<file path="config.mk">
export PLATFORM = sky130hd
export DESIGN_NAME = branch_predictor_gshare_flat
export DESIGN_NICKNAME = d
export VERILOG_FILES = /design/src/rtl/branch_predictor_gshare_if.sv /design/src/rtl/branch_predictor_gshare.sv /design/src/flat_wrapper.sv
export SDC_FILE = /design/constraint.sdc
export NUM_CORES = 1
export LEC_CHECK = 0
export ABC_AREA = 0
export ABC_CLOCK_PERIOD_IN_PS = 10600
export CELL_PAD_IN_SITES_DETAIL_PLACEMENT = 0
export CELL_PAD_IN_SITES_GLOBAL_PLACEMENT = 1
export CORE_UTILIZATION = 50
export CTS_CLUSTER_SIZE = 20
export DETAILED_ROUTE_END_ITERATION = 10
export PLACE_DENSITY_LB_ADDON = 0.1
export RECOVER_POWER = 100
export SYNTH_ARGS = -nofsm -noshare
export SYNTH_HDL_FRONTEND = slang
export SYNTH_SLANG_ARGS = --single-unit
export TNS_END_PERCENT = 5
</file>
<file path="constraint.sdc">
create_clock -name clk -period 10.6 [get_ports clk]
set_input_delay 2.12 -clock clk [delete_from_list [all_inputs] [get_ports clk]]
set_output_delay 2.12 -clock clk [all_outputs]
set_load 0.02 [all_outputs]
</file>
<file path="src/rtl/branch_predictor_gshare_if.sv">
// Fetch/commit-side bundle for the gshare predictor. The fetch stage and ROB
// drive queries and training (master); the predictor answers (slave).
interface branch_predictor_gshare_if #(
    parameter int unsigned HIST_LEN = 8
);
    logic                query_valid;
    logic [31:0]         input_pc;
    logic [31:0]         input_inst;
    logic                is_jump_flag;
    logic [31:0]         output_target;
    logic [HIST_LEN-1:0] output_ghr;
    logic                is_update_flag;
    logic                jumped_flag;
    logic [31:0]         rob_pc;
    logic [HIST_LEN-1:0] rob_ghr;
    logic                clear_flag;

    modport master (
        output query_valid, input_pc, input_inst,
        output is_update_flag, jumped_flag, rob_pc, rob_ghr, clear_flag,
        input  is_jump_flag, output_target, output_ghr
    );

    modport slave (
        input  query_valid, input_pc, input_inst,
        input  is_update_flag, jumped_flag, rob_pc, rob_ghr, clear_flag,
        output is_jump_flag, output_target, output_ghr
    );
endinterface

</file>
<file path="src/rtl/branch_predictor_gshare.sv">
// gshare branch predictor: 2^IDX_BITS saturating counters indexed by PC ^ GHR.
// Prediction is combinational; the GHR shifts speculatively on fetched
// conditional branches and is repaired by the ROB on a flush.
// Optional return-address stack enabled by defining BP_RAS_EN.
module branch_predictor_gshare #(
    parameter int unsigned IDX_BITS  = 8,
    parameter int unsigned CNT_BITS  = 2,
    parameter int unsigned HIST_LEN  = 8,
    parameter int unsigned RAS_DEPTH = 4
) (
    input logic                      clk,
    input logic                      rst,
    input logic                      rdy,
    branch_predictor_gshare_if.slave bp
);
    localparam int unsigned         TblSize  = 2 ** IDX_BITS;
    localparam logic [CNT_BITS-1:0] CntInit  = {1'b0, {(CNT_BITS-1){1'b1}}};
    localparam logic [CNT_BITS-1:0] CntMax   = '1;
    localparam logic [6:0]          OpBranch = 7'b1100011;
    localparam logic [6:0]          OpJal    = 7'b1101111;

    logic [CNT_BITS-1:0] cnt_q [TblSize];
    logic [CNT_BITS-1:0] cnt_cur, cnt_trained;
    logic [HIST_LEN-1:0] ghr_q, ghr_d;
    logic [HIST_LEN:0]   ghr_shift, ghr_repair;
    logic [IDX_BITS-1:0] q_idx, t_idx;
    logic [6:0]          opcode;
    logic [31:0]         imm_b, imm_j;
    logic                is_br, is_jal, pred_br;
    logic                unused_bits;

    assign opcode = bp.input_inst[6:0];
    assign is_br  = (opcode == OpBranch);
    assign is_jal = (opcode == OpJal);
    assign imm_b  = {{20{bp.input_inst[31]}}, bp.input_inst[7], bp.input_inst[30:25],
                     bp.input_inst[11:8], 1'b0};
    assign imm_j  = {{12{bp.input_inst[31]}}, bp.input_inst[19:12], bp.input_inst[20],
                     bp.input_inst[30:21], 1'b0};

    assign q_idx   = bp.input_pc[IDX_BITS+1:2] ^ IDX_BITS'(ghr_q);
    assign t_idx   = bp.rob_pc[IDX_BITS+1:2] ^ IDX_BITS'(bp.rob_ghr);
    assign pred_br = cnt_q[q_idx][CNT_BITS-1];
    assign cnt_cur = cnt_q[t_idx];

    // The oldest history bit falls off the top of these concatenations.
    assign ghr_shift  = {ghr_q, pred_br};
    assign ghr_repair = {bp.rob_ghr, bp.jumped_flag};

    assign bp.output_ghr = ghr_q;
    assign unused_bits   = ^{ghr_shift[HIST_LEN], ghr_repair[HIST_LEN],
                             bp.rob_pc[31:IDX_BITS+2], bp.rob_pc[1:0]};

`ifdef BP_RAS_EN
    localparam int unsigned PtrW   = (RAS_DEPTH > 1) ? $clog2(RAS_DEPTH) : 1;
    localparam int unsigned OccW   = $clog2(RAS_DEPTH + 1);
    localparam logic [6:0]  OpJalr = 7'b1100111;

    logic [31:0]     ras_q [RAS_DEPTH];
    logic [PtrW-1:0] top_q, top_d;
    logic [OccW-1:0] occ_q, occ_d;
    logic [4:0]      rd, rs1;
    logic            is_call, is_ret, ras_hit, ras_push, ras_pop;

    assign rd       = bp.input_inst[11:7];
    assign rs1      = bp.input_inst[19:15];
    assign is_call  = is_jal && (rd == 5'd1 || rd == 5'd5);
    assign is_ret   = (opcode == OpJalr) && (rd == 5'd0) && (rs1 == 5'd1 || rs1 == 5'd5);
    assign ras_hit  = is_ret && (occ_q != '0);
    assign ras_push = rdy && bp.query_valid && is_call;
    assign ras_pop  = rdy && bp.query_valid && ras_hit;

    // Circular stack: a push when full overwrites the oldest slot, count saturates.
    always_comb begin
        top_d = top_q;
        occ_d = occ_q;
        if (ras_push) begin
            top_d = top_q + PtrW'(1);
            if (occ_q != OccW'(RAS_DEPTH)) occ_d = occ_q + OccW'(1);
        end else if (ras_pop) begin
            top_d = top_q - PtrW'(1);
            occ_d = occ_q - OccW'(1);
        end
    end

    // RAS pointer and occupancy registers.
    always_ff @(posedge clk) begin
        if (rst) begin
            top_q <= '0;
            occ_q <= '0;
        end else begin
            top_q <= top_d;
            occ_q <= occ_d;
        end
    end

    // RAS storage needs no reset; occupancy marks validity.
    always_ff @(posedge clk) begin
        if (!rst && ras_push) ras_q[top_d] <= bp.input_pc + 32'd4;
    end
`endif

    // Combinational prediction for whatever instruction is presented.
    always_comb begin
        bp.is_jump_flag  = 1'b0;
        bp.output_target = bp.input_pc + imm_b;
        if (is_jal) begin
            bp.is_jump_flag  = 1'b1;
            bp.output_target = bp.input_pc + imm_j;
        end else if (is_br) begin
            bp.is_jump_flag = pred_br;
`ifdef BP_RAS_EN
        end else if (ras_hit) begin
            bp.is_jump_flag  = 1'b1;
            bp.output_target = ras_q[top_q];
`endif
        end
    end

    // Saturating move of the committing branch's counter toward its outcome.
    always_comb begin
        cnt_trained = cnt_cur;
        if (bp.jumped_flag) begin
            if (cnt_cur != CntMax) cnt_trained = cnt_cur + CNT_BITS'(1);
        end else if (cnt_cur != '0) begin
            cnt_trained = cnt_cur - CNT_BITS'(1);
        end
    end

    // Flush repair wins over a same-cycle speculative shift.
    always_comb begin
        ghr_d = ghr_q;
        if (rdy) begin
            if (bp.clear_flag) begin
                ghr_d = ghr_repair[HIST_LEN-1:0];
            end else if (bp.query_valid && is_br) begin
                ghr_d = ghr_shift[HIST_LEN-1:0];
            end
        end
    end

    // Global history register.
    always_ff @(posedge clk) begin
        if (rst) ghr_q <= '0;
        else     ghr_q <= ghr_d;
    end

    // Counter table: reset to weak not-taken, trained at commit.
    always_ff @(posedge clk) begin
        if (rst) begin
            for (int unsigned i = 0; i < TblSize; i++) cnt_q[i] <= CntInit;
        end else if (rdy && bp.is_update_flag) begin
            cnt_q[t_idx] <= cnt_trained;
        end
    end
endmodule

</file>
<file path="src/flat_wrapper.sv">
// flat-port wrapper written by rule: the top's interface ports become plain ports
module branch_predictor_gshare_flat 
#(
    parameter int unsigned IDX_BITS  = 8,
    parameter int unsigned CNT_BITS  = 2,
    parameter int unsigned HIST_LEN  = 8,
    parameter int unsigned RAS_DEPTH = 4
)
  (clk, rst, rdy, bp_query_valid, bp_input_pc, bp_input_inst, bp_is_update_flag, bp_jumped_flag, bp_rob_pc, bp_rob_ghr, bp_clear_flag, bp_is_jump_flag, bp_output_target, bp_output_ghr);
  branch_predictor_gshare_if #(.HIST_LEN(HIST_LEN)) bp_i ();
  input logic clk;
  input logic rst;
  input logic rdy;
  input wire logic [$bits(bp_i.query_valid)-1:0] bp_query_valid;
  input wire logic [$bits(bp_i.input_pc)-1:0] bp_input_pc;
  input wire logic [$bits(bp_i.input_inst)-1:0] bp_input_inst;
  input wire logic [$bits(bp_i.is_update_flag)-1:0] bp_is_update_flag;
  input wire logic [$bits(bp_i.jumped_flag)-1:0] bp_jumped_flag;
  input wire logic [$bits(bp_i.rob_pc)-1:0] bp_rob_pc;
  input wire logic [$bits(bp_i.rob_ghr)-1:0] bp_rob_ghr;
  input wire logic [$bits(bp_i.clear_flag)-1:0] bp_clear_flag;
  output wire logic [$bits(bp_i.is_jump_flag)-1:0] bp_is_jump_flag;
  output wire logic [$bits(bp_i.output_target)-1:0] bp_output_target;
  output wire logic [$bits(bp_i.output_ghr)-1:0] bp_output_ghr;
  assign bp_i.query_valid = bp_query_valid;
  assign bp_i.input_pc = bp_input_pc;
  assign bp_i.input_inst = bp_input_inst;
  assign bp_i.is_update_flag = bp_is_update_flag;
  assign bp_i.jumped_flag = bp_jumped_flag;
  assign bp_i.rob_pc = bp_rob_pc;
  assign bp_i.rob_ghr = bp_rob_ghr;
  assign bp_i.clear_flag = bp_clear_flag;
  assign bp_is_jump_flag = bp_i.is_jump_flag;
  assign bp_output_target = bp_i.output_target;
  assign bp_output_ghr = bp_i.output_ghr;
  branch_predictor_gshare #(.IDX_BITS(IDX_BITS), .CNT_BITS(CNT_BITS), .HIST_LEN(HIST_LEN), .RAS_DEPTH(RAS_DEPTH)) u_core (.clk(clk), .rst(rst), .rdy(rdy), .bp(bp_i));
endmodule
</file>
==> flow_metrics.env, run 1 <==
export IMPL_leakagePower_nw=10.81
export IMPL_max_cap_violations=20
export IMPL_setup_viol=0
export IMPL_status="finished with violations"
export IMPL_pre_cts_slack_ns=1.394
export IMPL_timing_rr_end="u_core.cnt_q[192][0]"
export IMPL_gp_congestion=0.9311
export IMPL_cp_startpoint="bp_rob_ghr[2]"
export IMPL_layout_drive_gt1_share=0.1368
export IMPL_initial_core_util=0.5106
export IMPL_cts_setup_buffers=0
export IMPL_routed_via_density=6.893
export IMPL_comb_power_share=0.214
export IMPL_p_int_mw=3.760
export IMPL_synth_avg_cell_area_um2=11.94
export IMPL_first_iter_violations=3082
export IMPL_holdWs_ns=0.5289
export IMPL_crit_path_max_fanout=94
export IMPL_relSlewSlack=-1.390
export IMPL_worst_slew_pin_slew_ns=3.572
export IMPL_r2r_start="u_core.cnt_q[156][0]"
export IMPL_first_global_vias=23050
export IMPL_skew_ns=0.04656
export IMPL_die_area_um2=63100
export IMPL_grt_max_degree=98
export IMPL_wl_per_cell_um=31.33
export IMPL_cts_buffers=58
export IMPL_syn_nets=2743
export IMPL_clk_pin_slew_ns=0.06
export IMPL_peakVddDrop_uv=130.3
export IMPL_place_detailed_hpwl_um=65710
export IMPL_wl_um=107600
export IMPL_postCtsResizedCells=0
export IMPL_portBuffers=125
export IMPL_yosysMostFrequentCell="edfxtp_1"
export IMPL_antenna_found_initial=2
export IMPL_cp_start_kind="primary input"
export IMPL_synth_top_cell_area_share=0.4952
export IMPL_fmax_mhz=100.4
export IMPL_yosysSeqAreaShare=0.5003
export IMPL_required_ns=10.82
export IMPL_timing_final_crit_period_ns=9.958
export IMPL_pwr_share_clk=0.361
export IMPL_coreArea_um2=60810
export IMPL_area_growth_pct=7.648
export IMPL_power_switching_mw=1.691
export IMPL_seq_power_share=0.426
export IMPL_period_share=0.9395
export IMPL_fillers=5200
export IMPL_final_nets=2755
export IMPL_hold_buffers=0
export IMPL_track_usage=0.3381
export IMPL_htreeDepth=2
export IMPL_grt_ovfl_total=0
export IMPL_cts_tree="built"
export IMPL_r2r_cells=9
export IMPL_syn_inst=2601
export IMPL_hold_viol=0
export IMPL_cts_root_buf="clkbuf_16"
export IMPL_synth_edf_count=512
export IMPL_drtAntennaViolNets=0
export IMPL_violations="capacitance limit, slew limit"
export IMPL_swShare=0.3102
export IMPL_reg2reg_setup_slack_ns=4.89
export IMPL_synth_cell_types=62
export IMPL_syn_area_um2=31050
export IMPL_ys_warn_count=0
export IMPL_die_w_um=251.2
export IMPL_tns_ns=0
export IMPL_route_detailed_drc=0
export IMPL_grt_pass1_wl_um=156400
export IMPL_maxSlewViolCount=718
export IMPL_synth_common_cells="edfxtp_1 (512), nand2_1 (249), nand3_1 (243)"
export IMPL_vias=23690
export IMPL_drt_first_pass_iters=6
export IMPL_dominantRegCellSynth="edfxtp_1"
export IMPL_cts_sinks=520
export IMPL_antennaDiodeCount=0
export IMPL_ioPinCount=152
export IMPL_endpoint="u_core.cnt_q[192][0]"
export IMPL_grt_setup_unrepaired="no"
export IMPL_hp_class="register to register"
export IMPL_critical_path_arrival_ns=10.18
export IMPL_die_h_um=251.2
export IMPL_p_per_area_nw_per_um2=163.1
export IMPL_synth_area_leaders="edfxtp_1 (50%), mux4_2 (9.3%), nor3_2 (7.7%)"
export IMPL_ys_seq_elements=520
export IMPL_num_rows=90
export IMPL_endpoint_kind="register"
export IMPL_clk_latency_ns=0.65
export IMPL_setup_slack_ns=0.6416
export IMPL_yosysTopAreaCell="edfxtp_1"
export IMPL_clockBufferDepth=3
export IMPL_async_flop_share=0
export IMPL_crit_type="primary input to register"
metal layers:
| layer | GRT usage | wire length, um | up-vias |
|---|---|---|---|
| met5 | 0 | 0 | - |
| met4 | 0.1373 | 4815 | 0 |
| met3 | 0.07134 | 12470 | 278 |
| met2 | 0.5236 | 48760 | 1486 |
| met1 | 0.4644 | 41600 | 11900 |
| li1 | - | - | 10020 |
how the worst min path moves through the flow:
stage | slack (ns) | startpoint | cells past startpoint | end
global route | 0.57 | u_core.bp.output_ghr[7] | 2 | u_core.bp.output_ghr[7]
floorplan | 0.59 | u_core.bp.output_ghr[7] | 2 | u_core.bp.output_ghr[7]
finish | 0.53 | u_core.bp.output_ghr[7] | 2 | u_core.bp.output_ghr[7]
global placement | 0.52 | u_core.bp.output_ghr[7] | 2 | u_core.bp.output_ghr[7]
CTS | 0.53 | u_core.bp.output_ghr[7] | 2 | u_core.bp.output_ghr[7]
detailed placement | 0.52 | u_core.bp.output_ghr[7] | 2 | u_core.bp.output_ghr[7]
worst max-delay path, stage by stage:
cell	delay, ns
dlygate4sd3_1	0.60
xor2_1	0.18
clkbuf_1	0.57
nand2_1	0.74
clkbuf_1	1.26
nor2_1	0.10
o21ai_0	0.57
a41oi_1	0.36
nor4_1	0.39
maj3_1	2.57
buf_12	0.39
nand3_1	0.13
metrics by stage:
stage	std cells	instance area, um2	util	total power [mW]
finish	3436	33420	0.5497	5.452
global route	3436	33420	0.5497	5.583
CTS	3436	34810	0.5724	5.517
detailed placement	3335	33010	0.5428	3.585
global placement	3335	33010	0.5428	3.574
floorplan	2601	31050	-	3.186
registers in the layout, summed over array words and instances, names as in the netlist:
signal	count
u_core.cnt_q	512
u_core.bp.output_ghr	8
power by group through the flow:
stage,registers (mW),logic (mW),clock network [mW]
finish,2.32,1.16,1.97
global route,2.32,1.22,2.04
CTS,2.32,1.23,1.97
detailed placement,2.36,1.22,0
global placement,2.36,1.21,0
floorplan,2.35,0.833,0
layout make-up:
type | instances | area (um2) | share of cell area
tap | 782 | 978.4 | 0.02927
timing repair buffer | 230 | 2016 | 0.06031
inverter | 16 | 60.06 | 0.001797
multi-input combinational | 1787 | 13040 | 0.3901
clock buffer | 70 | 1549 | 0.04634
sequential | 520 | 15530 | 0.4648
clock inverter | 31 | 247.7 | 0.007412
cells by family (layout without fill, tap and decap cells):
family | after synthesis | after routing | share of synthesized area
xor+xnor | 57 | 57 | 0.01656
flops | 520 | 520 | 0.5003
fa+ha+maj | 33 | 33 | 0.01342
mux | 213 | 213 | 0.1206
compound gates | 476 | 476 | 0.1119
simple gates | 1008 | 1008 | 0.1907
buf+inv | 294 | 347 | 0.04642
layout by cell type (no fill, tap or decap), drive strengths merged, types with 4 or more instances in the layout:
cell	Yosys	routed
a21o	167	167
a41oi	4	4
nand2b	17	17
clkdlybuf4s50	0	82
o21a	4	4
a21oi	31	31
nand3	243	243
edfxtp	512	512
or2	35	35
a22oi	6	6
mux2	9	9
a32oi	61	61
nor4	4	4
nor2b	6	6
xor2	25	25
ha	30	30
clkbuf	181	98
and3	5	5
o21ai	48	48
nor3	273	273
dfxtp	8	8
nand4	28	28
a211oi	11	11
a31oi	6	6
clkinv	0	24
mux2i	76	76
mux4	128	128
nand2	249	249
inv	16	16
a311oi	7	7
nor2	134	134
o211ai	37	37
dlygate4sd3	0	42
o21bai	77	77
clkinvlp	0	4
xnor2	32	32
buf	97	78
(Power assumes the default switching activity.)
==> inputs of run 2 (changes only) <==
--- a/config.mk
+++ b/config.mk
@@ -10,9 +10,8 @@
 export CELL_PAD_IN_SITES_DETAIL_PLACEMENT = 0
 export CELL_PAD_IN_SITES_GLOBAL_PLACEMENT = 1
 export CORE_UTILIZATION = 50
-export CTS_CLUSTER_SIZE = 20
 export DETAILED_ROUTE_END_ITERATION = 10
-export PLACE_DENSITY_LB_ADDON = 0.1
+export PLACE_DENSITY = 0.82
 export RECOVER_POWER = 100
 export SYNTH_ARGS = -nofsm -noshare
 export SYNTH_HDL_FRONTEND = slang
==> run 2 against run 1 <==
Against the previous run: the flow still finishes with violations (capacitance limit, slew limit); clock power is 7% lower; critical path depth unchanged; register-to-register slack better by 0.25 ns; wire length shrank 4.1%; critical endpoint is now u_core.cnt_q[124][1].
==> flow_metrics.env, run 2 (synthesis gave the netlist of run 1 again) <==
export IMPL_comb_power_share=0.216
export IMPL_hold_buffers=0
export IMPL_coreArea_um2=60810
export IMPL_fillers=5135
export IMPL_whs_path_depth=2
export IMPL_leakagePower_nw=10.67
export IMPL_required_ns=10.96
export IMPL_timing_final_crit_period_ns=9.274
export IMPL_seq_power_share=0.438
export IMPL_num_rows=90
export IMPL_maxSlewViolCount=711
export IMPL_postCtsResizedCells=0
export IMPL_drt_first_pass_iters=5
export IMPL_track_usage=0.3254
export IMPL_die_w_um=251.2
export IMPL_cts_tree="built"
export IMPL_drtAntennaViolNets=0
export IMPL_clk_pin_slew_ns=0.06
export IMPL_pwr_share_clk=0.346
export IMPL_r2r_cells=8
export IMPL_path_cells="dlygate4sd3_1, xor2_1, clkbuf_1, mux2i_1, a32oi_1, o211ai_1, o21ai_0, a41oi_1, or4_1, maj3_1, clkbuf_2, nor3_1"
export IMPL_wl_um=103300
export IMPL_final_nets=2740
export IMPL_htreeDepth=2
export IMPL_crit_buf_inv=3
export IMPL_pre_cts_slack_ns=1.679
export IMPL_max_cap_violations=20
export IMPL_final_common_cell="edfxtp_1"
export IMPL_clk_latency_ns=0.63
export IMPL_swShare=0.3088
export IMPL_route_detailed_drc=0
export IMPL_crit_type="primary input to register"
export IMPL_dp_cells=3321
export IMPL_multiInputGateArea_um2=13130
export IMPL_period_share=0.8749
export IMPL_seqCellArea_um2=15530
export IMPL_hold_viol=0
export IMPL_cp_depth=12
export IMPL_gp_congestion=0.9511
export IMPL_cp_start_kind="primary input"
export IMPL_setup_viol=0
export IMPL_p_int_mw=3.665
export IMPL_crit_path_max_fanout=87
export IMPL_relSlewSlack=-1.383
export IMPL_final_cells=3419
export IMPL_mostFrequentLayoutCells="edfxtp_1 (512), nand2_1 (247), nor3_1 (245)"
export IMPL_cts_setup_buffers=0
export IMPL_p_per_area_nw_per_um2=159.5
export IMPL_portBuffers=125
export IMPL_area_growth_pct=7.060
export IMPL_grt_ovfl_total=0
export IMPL_die_area_um2=63100
export IMPL_wl_per_cell_um=30.20
export IMPL_cts_root_buf="clkbuf_16"
export IMPL_initial_core_util=0.5106
export IMPL_crit_family="buffers and inverters"
export IMPL_largest_reg_flops=512
export IMPL_total_power_mw=5.303
export IMPL_hp_class="register to register"
export IMPL_endpoint_kind="register"
export IMPL_fmax_mhz=107.8
export IMPL_power_switching_mw=1.637
export IMPL_first_iter_violations=3028
export IMPL_routed_via_density=6.980
export IMPL_worst_slew_pin_slew_ns=3.561
export IMPL_critical_path_arrival_ns=9.63
export IMPL_max_flop_register="u_core.cnt_q"
export IMPL_cts_sinks=520
export IMPL_max_stage_delay_ns=1.52
export IMPL_grt_setup_unrepaired="no"
export IMPL_setup_slack_ns=1.326
export IMPL_peakVddDrop_uv=140.4
export IMPL_critPathSlowestCell="clkbuf_1"
export IMPL_layout_drive_gt1_share=0.1352
export IMPL_tns_ns=0
export IMPL_vias=23860
export IMPL_grt_pass1_wl_um=151600
export IMPL_antenna_found_initial=0
export IMPL_cts_buffers=56
export IMPL_violations="capacitance limit, slew limit"
export IMPL_clockBufferDepth=3
export IMPL_die_h_um=251.2
export IMPL_status="finished with violations"
export IMPL_skew_ns=0.01958
export IMPL_ioPinCount=152
export IMPL_first_global_vias=23300
export IMPL_grt_max_degree=135
export IMPL_place_detailed_hpwl_um=62860
[run 2: changes by cell type in the layout (fill, tap and decap cells not counted), sizes merged]
cell / delta
buf: -14
bufinv: -1
clkbuf: +2
clkdlybuf4s50: -4
clkinv: -6
clkinvlp: -3
diode: +3
dlygate4sd3: +4
inv: +2
[run 2: layout make-up]
type                    instances  share of cell area
flip-flops and latches        520              0.4673
multi-input cells            1787              0.3949
repair buffers                217             0.05710
clock buffers                  71             0.04449
well taps                     782             0.02943
clock inverters                23            0.004743
inverters                      16            0.001807
diodes                          3           0.0002258
[run 2: power groups by stage]
stage	clock network (mW)	logic (mW)	registers, mW
global route	1.91	1.19	2.32
floorplan	0	0.833	2.35
detailed placement	0	1.20	2.36
finish	1.84	1.14	2.32
global placement	0	1.18	2.36
CTS	1.84	1.20	2.32
[run 2: routing by layer]
metal	GRT usage	up-vias	part of all wire
met5	0	-	0
met4	0.1528	0	0.050
met3	0.08563	282	0.13
met2	0.5051	1718	0.45
met1	0.4265	11890	0.37
li1	-	9975	-
[run 2: worst register-to-register path, cell delays in order (launching register included)]
cell,delay (ns)
edfxtp_1,0.37
mux4_2,0.48
o211ai_1,0.26
o21ai_0,0.18
a41oi_1,0.57
or4_1,0.21
maj3_1,1.10
clkbuf_2,1.66
nor3_1,0.26
[run 2: worst paths after layout]
| kind | start | to | slack [ns] |
|---|---|---|---|
| worst min-delay path | u_core.bp.output_ghr[6] | u_core.bp.output_ghr[6] | 0.56 |
| worst max-delay path | bp_rob_ghr[0] | u_core.cnt_q[124][1] | 1.33 |
| worst min register to register | u_core.bp.output_ghr[6] | u_core.bp.output_ghr[6] | 0.56 |
| worst max register to register | u_core.cnt_q[202][0] | u_core.cnt_q[124][1] | 5.14 |
[run 2: stage by stage]
stage               utilization  area, um2  hold WS, ns
floorplan                     -      31050       0.5926
global route             0.5465      33230       0.5743
CTS                      0.5680      34540       0.5510
detailed placement       0.5411      32900       0.5418
finish                   0.5467      33240       0.5562
global placement         0.5411      32900       0.5211
